## config.mk

```make
export PLATFORM = sky130hd
export DESIGN_NAME = ir_fetch
export DESIGN_NICKNAME = d
export VERILOG_FILES = /design/src/rtl/ir_fetch_pkg.sv /design/src/rtl/ir_fetch_split.sv /design/src/rtl/ir_fetch.sv
export SDC_FILE = /design/constraint.sdc
export NUM_CORES = 1
export LEC_CHECK = 0
export CORE_AREA = 4 4 128 130
export DETAILED_ROUTE_END_ITERATION = 6
export DIE_AREA = 0 0 132 134
export HOLD_SLACK_MARGIN = 0.1
export PLACE_DENSITY = 0.77
export SLEW_MARGIN = 40
export SYNTH_ARGS = -nofsm -noshare
export SYNTH_HDL_FRONTEND = slang
export SYNTH_SLANG_ARGS = --single-unit
```

## constraint.sdc

```tcl
create_clock -name clk -period 7.8 [get_ports clk]
set_input_delay 1.95 -clock clk [delete_from_list [all_inputs] [get_ports clk]]
set_output_delay 1.95 -clock clk [all_outputs]
set_load 0.02 [all_outputs]
```

## src/rtl/ir_fetch_pkg.sv

```systemverilog
// ir_fetch_pkg: shared opcode, field-position and state constants for the fetch stage
package ir_fetch_pkg;
  localparam logic [7:0] BPF_LDDW = 8'h18;
  localparam int OP_LSB  = 0;
  localparam int DST_LSB = 8;
  localparam int SRC_LSB = 12;
  localparam int OFF_LSB = 16;
  localparam int IMM_LSB = 32;
  localparam logic [2:0] S_IDLE   = 3'd0;
  localparam logic [2:0] S_FETCH1 = 3'd1;
  localparam logic [2:0] S_FETCH2 = 3'd2;
  localparam logic [2:0] S_DONE   = 3'd3;
  localparam logic [2:0] S_FAULT  = 3'd4;
  function automatic logic [63:0] sext_imm(input logic [31:0] i);
    return {{32{i[31]}}, i};
  endfunction
endpackage

```

## src/rtl/ir_fetch_split.sv

```systemverilog
// ir_split: combinational split of one eBPF slot into its instruction fields
module ir_split
  import ir_fetch_pkg::*;
(
  input  logic [63:0] slot,
  output logic [7:0]  op,
  output logic [3:0]  dst,
  output logic [3:0]  src,
  output logic [15:0] off,
  output logic [31:0] imm,
  output logic        is_lddw
);
  assign op      = slot[OP_LSB +: 8];
  assign dst     = slot[DST_LSB +: 4];
  assign src     = slot[SRC_LSB +: 4];
  assign off     = slot[OFF_LSB +: 16];
  assign imm     = slot[IMM_LSB +: 32];
  assign is_lddw = op == BPF_LDDW;
endmodule

```

## src/rtl/ir_fetch.sv

```systemverilog
// ir_fetch: fetches one or two instruction slots over req/ack and holds the decoded instruction
module ir_fetch
  import ir_fetch_pkg::*;
#(
  parameter int ADDR_W = 16,
  parameter int INSN_W = 64
) (
  input  logic              clk,
  input  logic              rst,
  input  logic              ir_load,
  input  logic              pc_valid,
  input  logic [ADDR_W-1:0] pc,
  output logic              imem_req,
  output logic [ADDR_W-1:0] imem_addr,
  input  logic              imem_ack,
  input  logic [INSN_W-1:0] imem_data,
  output logic [7:0]        op,
  output logic [3:0]        dst,
  output logic [3:0]        src,
  output logic [15:0]       off,
  output logic [31:0]       imm,
  output logic [63:0]       imm64,
  output logic              ir_valid,
  output logic              ir_busy,
  output logic              lddw_wide,
  output logic              fault
);
  logic [2:0]  state;
  logic [7:0]  s_op;
  logic [3:0]  s_dst;
  logic [3:0]  s_src;
  logic [15:0] s_off;
  logic [31:0] s_imm;
  logic        s_lddw;

  ir_split u_split (
    .slot    (imem_data),
    .op      (s_op),
    .dst     (s_dst),
    .src     (s_src),
    .off     (s_off),
    .imm     (s_imm),
    .is_lddw (s_lddw)
  );

  // Fetch FSM: accept a load, walk one or two slots, land in DONE or the sticky FAULT state
  always_ff @(posedge clk or posedge rst) begin
    if (rst) begin
      state     <= S_IDLE;
      imem_req  <= 1'b0;
      imem_addr <= '0;
      op        <= '0;
      dst       <= '0;
      src       <= '0;
      off       <= '0;
      imm       <= '0;
      imm64     <= '0;
      ir_valid  <= 1'b0;
      ir_busy   <= 1'b0;
      lddw_wide <= 1'b0;
      fault     <= 1'b0;
    end else begin
      case (state)
        S_IDLE, S_DONE: if (ir_load && pc_valid) begin
          imem_addr <= pc;
          imem_req  <= 1'b1;
          ir_valid  <= 1'b0;
          ir_busy   <= 1'b1;
          state     <= S_FETCH1;
        end
        S_FETCH1: if (imem_ack) begin
          op  <= s_op;
          dst <= s_dst;
          src <= s_src;
          off <= s_off;
          imm <= s_imm;
          if (s_lddw && imem_addr == '1) begin
            imem_req <= 1'b0;
            ir_busy  <= 1'b0;
            fault    <= 1'b1;
            state    <= S_FAULT;
          end else if (s_lddw) begin
            imem_addr <= imem_addr + ADDR_W'(1);
            state     <= S_FETCH2;
          end else begin
            imem_req  <= 1'b0;
            imm64     <= sext_imm(s_imm);
            lddw_wide <= 1'b0;
            ir_valid  <= 1'b1;
            ir_busy   <= 1'b0;
            state     <= S_DONE;
          end
        end
        S_FETCH2: if (imem_ack) begin
          imem_req <= 1'b0;
          ir_busy  <= 1'b0;
          if (imem_data[31:0] == 32'd0) begin
            imm64     <= {s_imm, imm};
            lddw_wide <= 1'b1;
            ir_valid  <= 1'b1;
            state     <= S_DONE;
          end else begin
            fault <= 1'b1;
            state <= S_FAULT;
          end
        end
        default: ;
      endcase
    end
  end
endmodule

```

==> qor.yml, run 1 <==
final_cell_count_no_fill: 1142
die_y_um: 134
cts_buffers: 17
dominantRegCellSynth: "dfrtp_1"
power.total_mw: 4.32
status: "completed"
startpoint_type: "input pin"
synth_top_area_frac: 0.549
final_layout_size_suffix_gt1_frac: 0.0881
post_cts_buffers: 0
place_inst: 1110
syn-num-nets: 817
synthSimpleGateAreaFrac: 0.214
drt_iter0_drc: 405
cts_max_path_buffers: 2
ys_seq_area_frac: 0.549
port_buffers: 233
synth-seq-cells: 151
vias: 6083
clkTransAtPathRegs_ns: 0.06
first_global_vias: 5916
synth_compound_gate_area_share: 0.133
crit_fanout: 25
hold_path_class: "flop to flop"
initial_core_util: 0.454
antenna_cells: 0
drc: 0
synth_top_family_by_area: "simple AND/OR/NAND/NOR gates"
synth_mux_area_frac: 0.0646
drv_slew: 0
postRouteAntennaNets: 0
via_per_inst: 5.33
synth-adder-area-share: 0.00327
cts_tree: "yes"
final_util: 0.661
firstDrtPassIters: 5
cts.htree.levels: 4
syn_inst: 731
synth_top_cell_by_area: "dfrtp_1"
finalWorstPathRequiredPeriod_ns: 4.12
relSlewSlack: 0.486
synth_top_cells_by_count: "nand2_1, dfrtp_1, o21ai_0"
yosysMostFrequentCell: "nand2_1"
synth-edff-count: 0
required_ns: 8.10
finalSetupTns_ns: 0
cts_root_buffer: "clkbuf_16"
core_area_um2: 15100
cts_resized: 0
power.leakage_nw: 4.49
syn2layout_area_growth_pct: 45.4
cts_hold_buf: 0
vdd_ir_drop_max_uv: 224
gp_congestion: 0.802
power.density_nw_per_um2: 432
drv_cap: 0
hold_viol: 0
final_nets: 1027
grt_max_degree: 82
synth-xor-area-share: 0.00127
synthDistinctLibCells: 50
wl_per_cell_um: 17.8
antenna_found_initial: 0
synthesis.area_um2: 6880
yosys-top-cells-area: "dfrtp_1, nand2_1, a2bb2oi_1"
track_usage: 0.229
rsz0062_at_grt: "no"
endpoint_kind: "flop"
period_share: 0.528
tightestPinTransition_ns: 0.768
finClkSkew_ns: 0.00782
dieArea_um2: 17700
timing.fmax_mhz: 243
cp_data_arrival_time_ns: 4.42
ios: 234
dieWidth_um: 132
grt-ovfl-total: 0
yosysWarnings: 0
grt_pass1_wl_um: 32400
crit_type: "input pin to flop"
syn_avg_cell_area_um2: 9.41
async_reset_ff_frac: 1.00
hpwl_um: 13700
setup_viol: 0
wirelength_um: 20300
fin_hold_ws_ns: 0.468
rows: 45
clk_latency_ns: 0.42
cts.sinks: 151
-- critical path, stage by stage --
cell             delay, ns
clkdlybuf4s50_1       0.45
nor4_1                0.44
nand4_1               0.20
nor3_2                0.35
a31o_4                0.43
buf_12                0.23
mux2_2                0.36
-- cell usage in the layout (no fill, tap or decap), drive strengths merged, types with 8 or more instances in the layout --
| cell | count |
|---|---|
| a31oi | 10 |
| nor4 | 8 |
| a21oi | 18 |
| mux2 | 32 |
| a2bb2oi | 33 |
| o22a | 8 |
| clkbuf | 18 |
| nor2 | 18 |
| o21ai | 38 |
| nand2 | 298 |
| dfrtp | 151 |
| clkdlybuf4s50 | 233 |
-- power by group --
part / total (mW) / switching (mW) / internal, mW
clock: 0.914 / 0.335 / 0.579
combinational: 2.04 / 1.07 / 0.965
sequential: 1.37 / 0.256 / 1.12
-- cell type report --
cell class | count | area, µm²
Fill cell | 1208 | 5140
Sequential cell | 151 | 3780
Multi-Input combinational cell | 528 | 2900
Timing Repair Buffer | 240 | 2410
Clock buffer | 18 | 439
Tap cell | 188 | 235
Clock inverter | 14 | 221
Inverter | 3 | 16.3
-- metrics by stage --
stage                     instance area, µm²  setup WS (ns)
after floorplan                         6880           1.79
after global placement                  9290           2.98
after detailed placement                9340           3.26
after CTS                              10000           3.68
after global routing                   10000           3.52
final                                  10000           3.68
-- final timing paths --
check | startpoint | end | slack (ns) | cells past startpoint
min | fault | fault | 0.47 | 1
min reg2reg | fault | fault | 0.47 | 1
min in group asynchronous | rst | imm64[20] | 2.04 | 2
max | imem_data[15] | imm64[21] | 3.68 | 7
max in group asynchronous | rst | op[5] | 4.69 | 3
max reg2reg | state[1] | imm64[21] | 4.91 | 7
-- cell families after synthesis --
family / Yosys count
fa+ha+maj: 2
xor+xnor: 1
simple gates: 359
buf+inv: 52
flops: 151
mux: 34
compound gates: 132
-- flip-flops by register name, indices dropped and copies added, names as in the netlist --
register and count:
imm64 64, op 8, off 16, imm 32
lddw_wide 1, imem_addr 16, ir_busy 1, fault 1
state 3, src 4, dst 4, ir_valid 1
-- metal layers --
| layer | global-route usage | up-vias | wire length, µm |
|---|---|---|---|
| met1 | 0.306 | 2928 | 8880 |
| met4 | 0.0893 | 0 | 540 |
| met5 | 0 | - | 0 |
| met3 | 0.0683 | 34 | 1540 |
| li1 | - | 2897 | - |
| met2 | 0.352 | 224 | 9360 |
(Power assumes the default switching activity.)
==> inputs of run 2 (changes only) <==
- CORE_AREA: 4 4 128 130 -> 4 4 135 137
- DIE_AREA: 0 0 132 134 -> 0 0 139 141
- PLACE_DENSITY: 0.77 -> 0.73
- clock period: 7.8 -> 3.5 ns (I/O delays scaled with it)
==> qor.yml, run 2 (same netlist as run 1, synthesis figures left out) <==
status: "completed"  # unchanged
endpoint_kind: "flop"  # unchanged
setup_viol: 0  # unchanged
cp_slowest_cell: "nor4_1"  # was clkdlybuf4s50_1
cp_data_arrival_time_ns: 3.23  # was 4.42 ns
reg_top3: "imm64 (64), imm (32)"  # unchanged
crit_fanout: 29  # was 25
port_buffers: 233  # unchanged
dieArea_um2: 19600  # was 17700 µm²
cts.sinks: 151  # unchanged
gp_congestion: 0.843  # was 0.802
crit_type: "input pin to flop"  # unchanged
final_util: 0.591  # was 0.661
vdd_ir_drop_max_uv: 470  # was 224 µV
startpoint_type: "input pin"  # unchanged
core_area_um2: 17100  # was 15100 µm²
cts_resized: 0  # unchanged
first_global_vias: 6199  # was 5916
rsz0062_at_grt: "no"  # unchanged
timing.fmax_mhz: 341
drc: 0  # unchanged
clkTransAtPathRegs_ns: 0.06  # about the same
track_usage: 0.215  # was 0.229
largest_reg_flops: 64  # unchanged
cp_slowest_stage_delay_ns: 0.45  # about the same
crit_path_cell_trace: "clkdlybuf4s50_1 > nor4_1 > nand4_1 > nor3_2 > a31o_4 > buf_12 > mux2_2"  # unchanged
drv_cap: 0  # unchanged
top_register: "imm64"  # unchanged
finalSetupTns_ns: 0  # unchanged
via_per_inst: 5.22  # was 5.33
grt_max_degree: 82  # unchanged
hpwl_um: 14200  # was 13700 µm
final_nets: 1034  # was 1027
cts_hold_buf: 0  # unchanged
tightestPinTransition_ns: 0.772  # was 0.768 ns
grt-ovfl-total: 0  # unchanged
initial_core_util: 0.403  # was 0.454
ios: 234  # unchanged
die_y_um: 141  # was 134 µm
mostFrequentLayoutCells: "nand2_1, clkdlybuf4s50_1, dfrtp_1"  # unchanged
hold_path_class: "flop to flop"  # unchanged
post_cts_buffers: 0  # unchanged
cts_root_buffer: "clkbuf_16"  # unchanged
required_ns: 3.80  # was 8.10 ns
final_layout_size_suffix_gt1_frac: 0.0877  # was 0.0881
rows: 48  # was 45
cts.htree.levels: 4  # unchanged
firstDrtPassIters: 4  # was 5
dieWidth_um: 139  # was 132 µm
clk_latency_ns: 0.42  # about the same
grt_pass1_wl_um: 33900  # was 32400 µm
cts_buffers: 17  # unchanged
power.leakage_nw: 4.52  # was 4.49 nW
antenna_cells: 0  # unchanged
cts_tree: "yes"  # unchanged
wl_per_cell_um: 17.7  # was 17.8 µm
num-fill-cells: 1484  # was 1208
drt_iter0_drc: 325  # was 405
wirelength_um: 21000  # was 20300 µm
relSlewSlack: 0.485  # was 0.486
drv_slew: 0  # unchanged
mostFrequentLayoutCell: "nand2_1"  # unchanged
period_share: 0.837
vias: 6177  # was 6083
postRouteAntennaNets: 0  # unchanged
cts_max_path_buffers: 2  # unchanged
hold_viol: 0  # unchanged
antenna_found_initial: 0  # unchanged
syn2layout_area_growth_pct: 46.6  # was 45.4%
finalWorstPathRequiredPeriod_ns: 2.93
power.density_nw_per_um2: 951  # was 432 nW/µm²
finClkSkew_ns: 0.00799  # was 0.00782 ns
==> run 2: changes by cell type in the layout (fill, tap and decap cells not counted), moves of 2 or more <==
cell and change:
inv_6 -3, clkinvlp_4 -3, clkbuf_1 +2, buf_12 +3
buf_4 +5
==> run 2: final timing paths <==
check | startpoint | to | slack [ns] | cells after the start
min in group asynchronous | rst | imem_addr[11] | 0.97 | 3
max reg2reg | imem_addr[0] | imem_addr[8] | 0.89 | 7
max | imem_data[15] | imm64[29] | 0.57 | 7
min reg2reg | fault | fault | 0.47 | 1
min | fault | fault | 0.47 | 1
max in group asynchronous | rst | imm64[49] | 2.15 | 3
==> run 2: layout make-up <==
cell class | instances | area [µm²] | area share
well taps | 225 | 282 | 0.0279
multi-input cells | 528 | 2900 | 0.287
clock buffers | 21 | 460 | 0.0457
inverters | 3 | 15.0 | 0.00149
clock inverters | 8 | 149 | 0.0148
repair buffers | 247 | 2500 | 0.248
flip-flops and latches | 151 | 3780 | 0.375
==> run 2: per-stage QoR <==
stage               area, µm²  std cells  setup slack, ns  total power, mW  hold WS [ns]
floorplan                6880        731            0.722             5.53         0.567
global placement         9460       1154            0.280             7.62         0.452
detailed placement       9470       1154            0.222             7.69         0.451
CTS                     10100       1183            0.641             9.66         0.469
global route            10100       1183            0.523             10.1         0.481
finish                  10100       1183            0.571             9.59         0.466
==> run 2: per-layer routing <==
layer / wire [µm] / track usage / vias to the layer above / part of all wire
li1: - / - / 2916 / -
met5: 0 / 0 / - / 0
met3: 1520 / 0.0695 / 31 / 0.072
met4: 495 / 0.0767 / 0 / 0.024
met2: 9590 / 0.335 / 202 / 0.46
met1: 9390 / 0.284 / 3028 / 0.45
==> run 2: critical path, delay by kind of cell <==
family / cells / cell delay (ns)
mux: 1 / 0.36
compound gates: 1 / 0.25
simple gates: 3 / 1.08
buf+inv: 2 / 0.65
==> run 2: where the power goes <==
group | total (mW) | internal, mW | leakage [nW] | switching [mW]
Clock | 1.92 | 1.22 | 0.291 | 0.702
Combinational | 4.60 | 2.18 | 2.50 | 2.42
Sequential | 3.07 | 2.49 | 1.73 | 0.574
==> inputs of run 3 (changes only) <==
- CORE_AREA: 4 4 135 137 -> 4 4 128 130
- DIE_AREA: 0 0 139 141 -> 0 0 132 134
- PLACE_DENSITY: 0.73 -> 0.77
- clock period: 3.5 -> 2.9 ns (I/O delays scaled with it)
==> qor.yml, run 3 (same netlist as run 1, synthesis figures left out) <==
ios: 234  # unchanged
rows: 45  # was 48
cts_root_buffer: "clkbuf_16"  # unchanged
hpwl_um: 14500  # was 14200 µm
postRouteAntennaNets: 0  # unchanged
final_layout_size_suffix_gt1_frac: 0.109  # was 0.0877
initial_core_util: 0.454  # was 0.403
finClkSkew_ns: 0.00726  # was 0.00799 ns
rr_worst_depth: 7  # unchanged
cts_max_path_buffers: 2  # unchanged
reg2reg_to: "imem_addr[13]"  # was imem_addr[8]
cts.htree.levels: 4  # unchanged
power.leakage_nw: 4.62  # was 4.52 nW
die_y_um: 134  # was 141 µm
first_global_vias: 6159  # was 6199
gp_congestion: 0.844  # was 0.843
period_share: 0.872
grt_max_degree: 65  # was 82
core_area_um2: 15100  # was 17100 µm²
startpoint_type: "input pin"  # unchanged
drv_cap: 0  # unchanged
cts.sinks: 151  # unchanged
cts_resized: 0  # unchanged
grt-ovfl-total: 0  # unchanged
seqCellArea_um2: 3780  # unchanged
post_cts_buffers: 0  # unchanged
place_inst: 1137  # was 1154
clk_latency_ns: 0.42  # about the same
dieWidth_um: 132  # was 139 µm
cts_tree: "yes"  # unchanged
required_ns: 3.20  # was 3.80 ns
timing.fmax_mhz: 395
drc: 0  # unchanged
num-fill-cells: 1217  # was 1484
grt_pass1_wl_um: 33000  # was 33900 µm
multi_input_area_um2: 2890  # was 2900 µm²
drv_slew: 0  # unchanged
worstSetupStartpoint: "imem_data[5]"  # was imem_data[15]
cts_buffers: 17  # unchanged
largest_reg_flops: 64  # unchanged
hold_path_class: "flop to flop"  # unchanged
via_per_inst: 5.31  # was 5.22
clkTransAtPathRegs_ns: 0.06  # about the same
cts_hold_buf: 0  # unchanged
rrSetupSlack_ns: 0.49  # was 0.89 ns
dieArea_um2: 17700  # was 19600 µm²
vdd_ir_drop_max_uv: 730  # was 470 µV
hold_viol: 0  # unchanged
port_buffers: 233  # unchanged
status: "completed"  # unchanged
antenna_cells: 0  # unchanged
finalWorstPathRequiredPeriod_ns: 2.53
reg_top3: "imm64 (64), imm (32)"  # unchanged
vias: 6211  # was 6177
rsz0062_at_grt: "no"  # unchanged
mostFrequentLayoutCell: "nand2_1"  # unchanged
final_nets: 1054  # was 1034
endpoint_kind: "flop"  # unchanged
wl_per_cell_um: 17.9  # was 17.7 µm
final_cell_count_no_fill: 1169  # was 1183
reg2reg_from: "imem_addr[0]"  # unchanged
syn2layout_area_growth_pct: 48.6  # was 46.6%
setup_slack_ns: 0.370  # was 0.571 ns
crit_fanout: 25  # was 29
tightestPinTransition_ns: 0.642  # was 0.772 ns
cp-endpoint: "imm64[24]"  # was imm64[29]
crit_type: "input pin to flop"  # unchanged
wirelength_um: 20900  # was 21000 µm
cp_data_arrival_time_ns: 2.83  # was 3.23 ns
mostFrequentLayoutCells: "nand2_1, clkdlybuf4s50_1, dfrtp_1"  # unchanged
power.density_nw_per_um2: 1140  # was 951 nW/µm²
drt_iter0_drc: 433  # was 325
top_register: "imm64"  # unchanged
track_usage: 0.233  # was 0.215
firstDrtPassIters: 5  # was 4
finalSetupTns_ns: 0  # unchanged
setup_viol: 0  # unchanged
relSlewSlack: 0.571  # was 0.485
place_ws_ns: -0.0347  # was 0.222 ns
antenna_found_initial: 0  # unchanged
-- run 3: cell types whose count changed in the layout (fill, tap and decap cells not counted), sizes merged --
cell	change
inv	+1
clkinvlp	+3
bufinv	-1
buf	+20
-- run 3: power by group --
group / leakage, nW / internal, mW / switching (mW) / total (mW)
Clock: 0.288 / 1.42 / 0.873 / 2.30
Combinational: 2.61 / 2.70 / 2.94 / 5.64
Sequential: 1.73 / 3.01 / 0.686 / 3.69
Total: 4.62 / 7.13 / 4.50 / 11.6
-- run 3: final cells by class --
| type | instances | area share |
|---|---|---|
| Clock buffer | 21 | 0.0460 |
| Clock inverter | 11 | 0.0143 |
| Inverter | 3 | 0.00147 |
| Multi-Input combinational cell | 528 | 0.282 |
| Sequential cell | 151 | 0.370 |
| Tap cell | 188 | 0.0230 |
| Timing Repair Buffer | 267 | 0.263 |
-- run 3: metal layers --
metal / vias up / track usage / share of wire
met1: 3016 / 0.305 / 0.44
met5: - / 0 / 0
li1: 2953 / - / -
met3: 30 / 0.0634 / 0.065
met2: 212 / 0.373 / 0.47
met4: 0 / 0.0858 / 0.020
-- run 3: worst min-delay path by stage --
stage / from / end / slack, ns / cells past startpoint
floorplan: state[0] / state[0] / 0.57 / 2
global placement: fault / fault / 0.46 / 1
detailed placement: off[5] / off[5] / 0.46 / 2
CTS: off[5] / off[5] / 0.48 / 2
global route: dst[0] / dst[0] / 0.49 / 2
finish: off[11] / off[11] / 0.47 / 2
-- run 3: stage by stage --
stage	power (mW)	instance area (µm²)	hold WS, ns	utilization
2_1_floorplan	6.68	6880	0.567	-
3_3_place_gp	9.26	9600	0.456	0.634
3_5_place_dp	9.36	9600	0.461	0.634
4_1_cts	11.7	10200	0.476	0.675
5_1_grt	12.2	10200	0.488	0.675
6_report	11.6	10200	0.472	0.675
-- run 3: critical path: stages --
cell             delay (ns)
clkdlybuf4s50_1        0.46
nor4_4                 0.44
nand2_1                0.15
nor3_2                 0.25
a31o_4                 0.23
buf_12                 0.19
mux2_2                 0.36
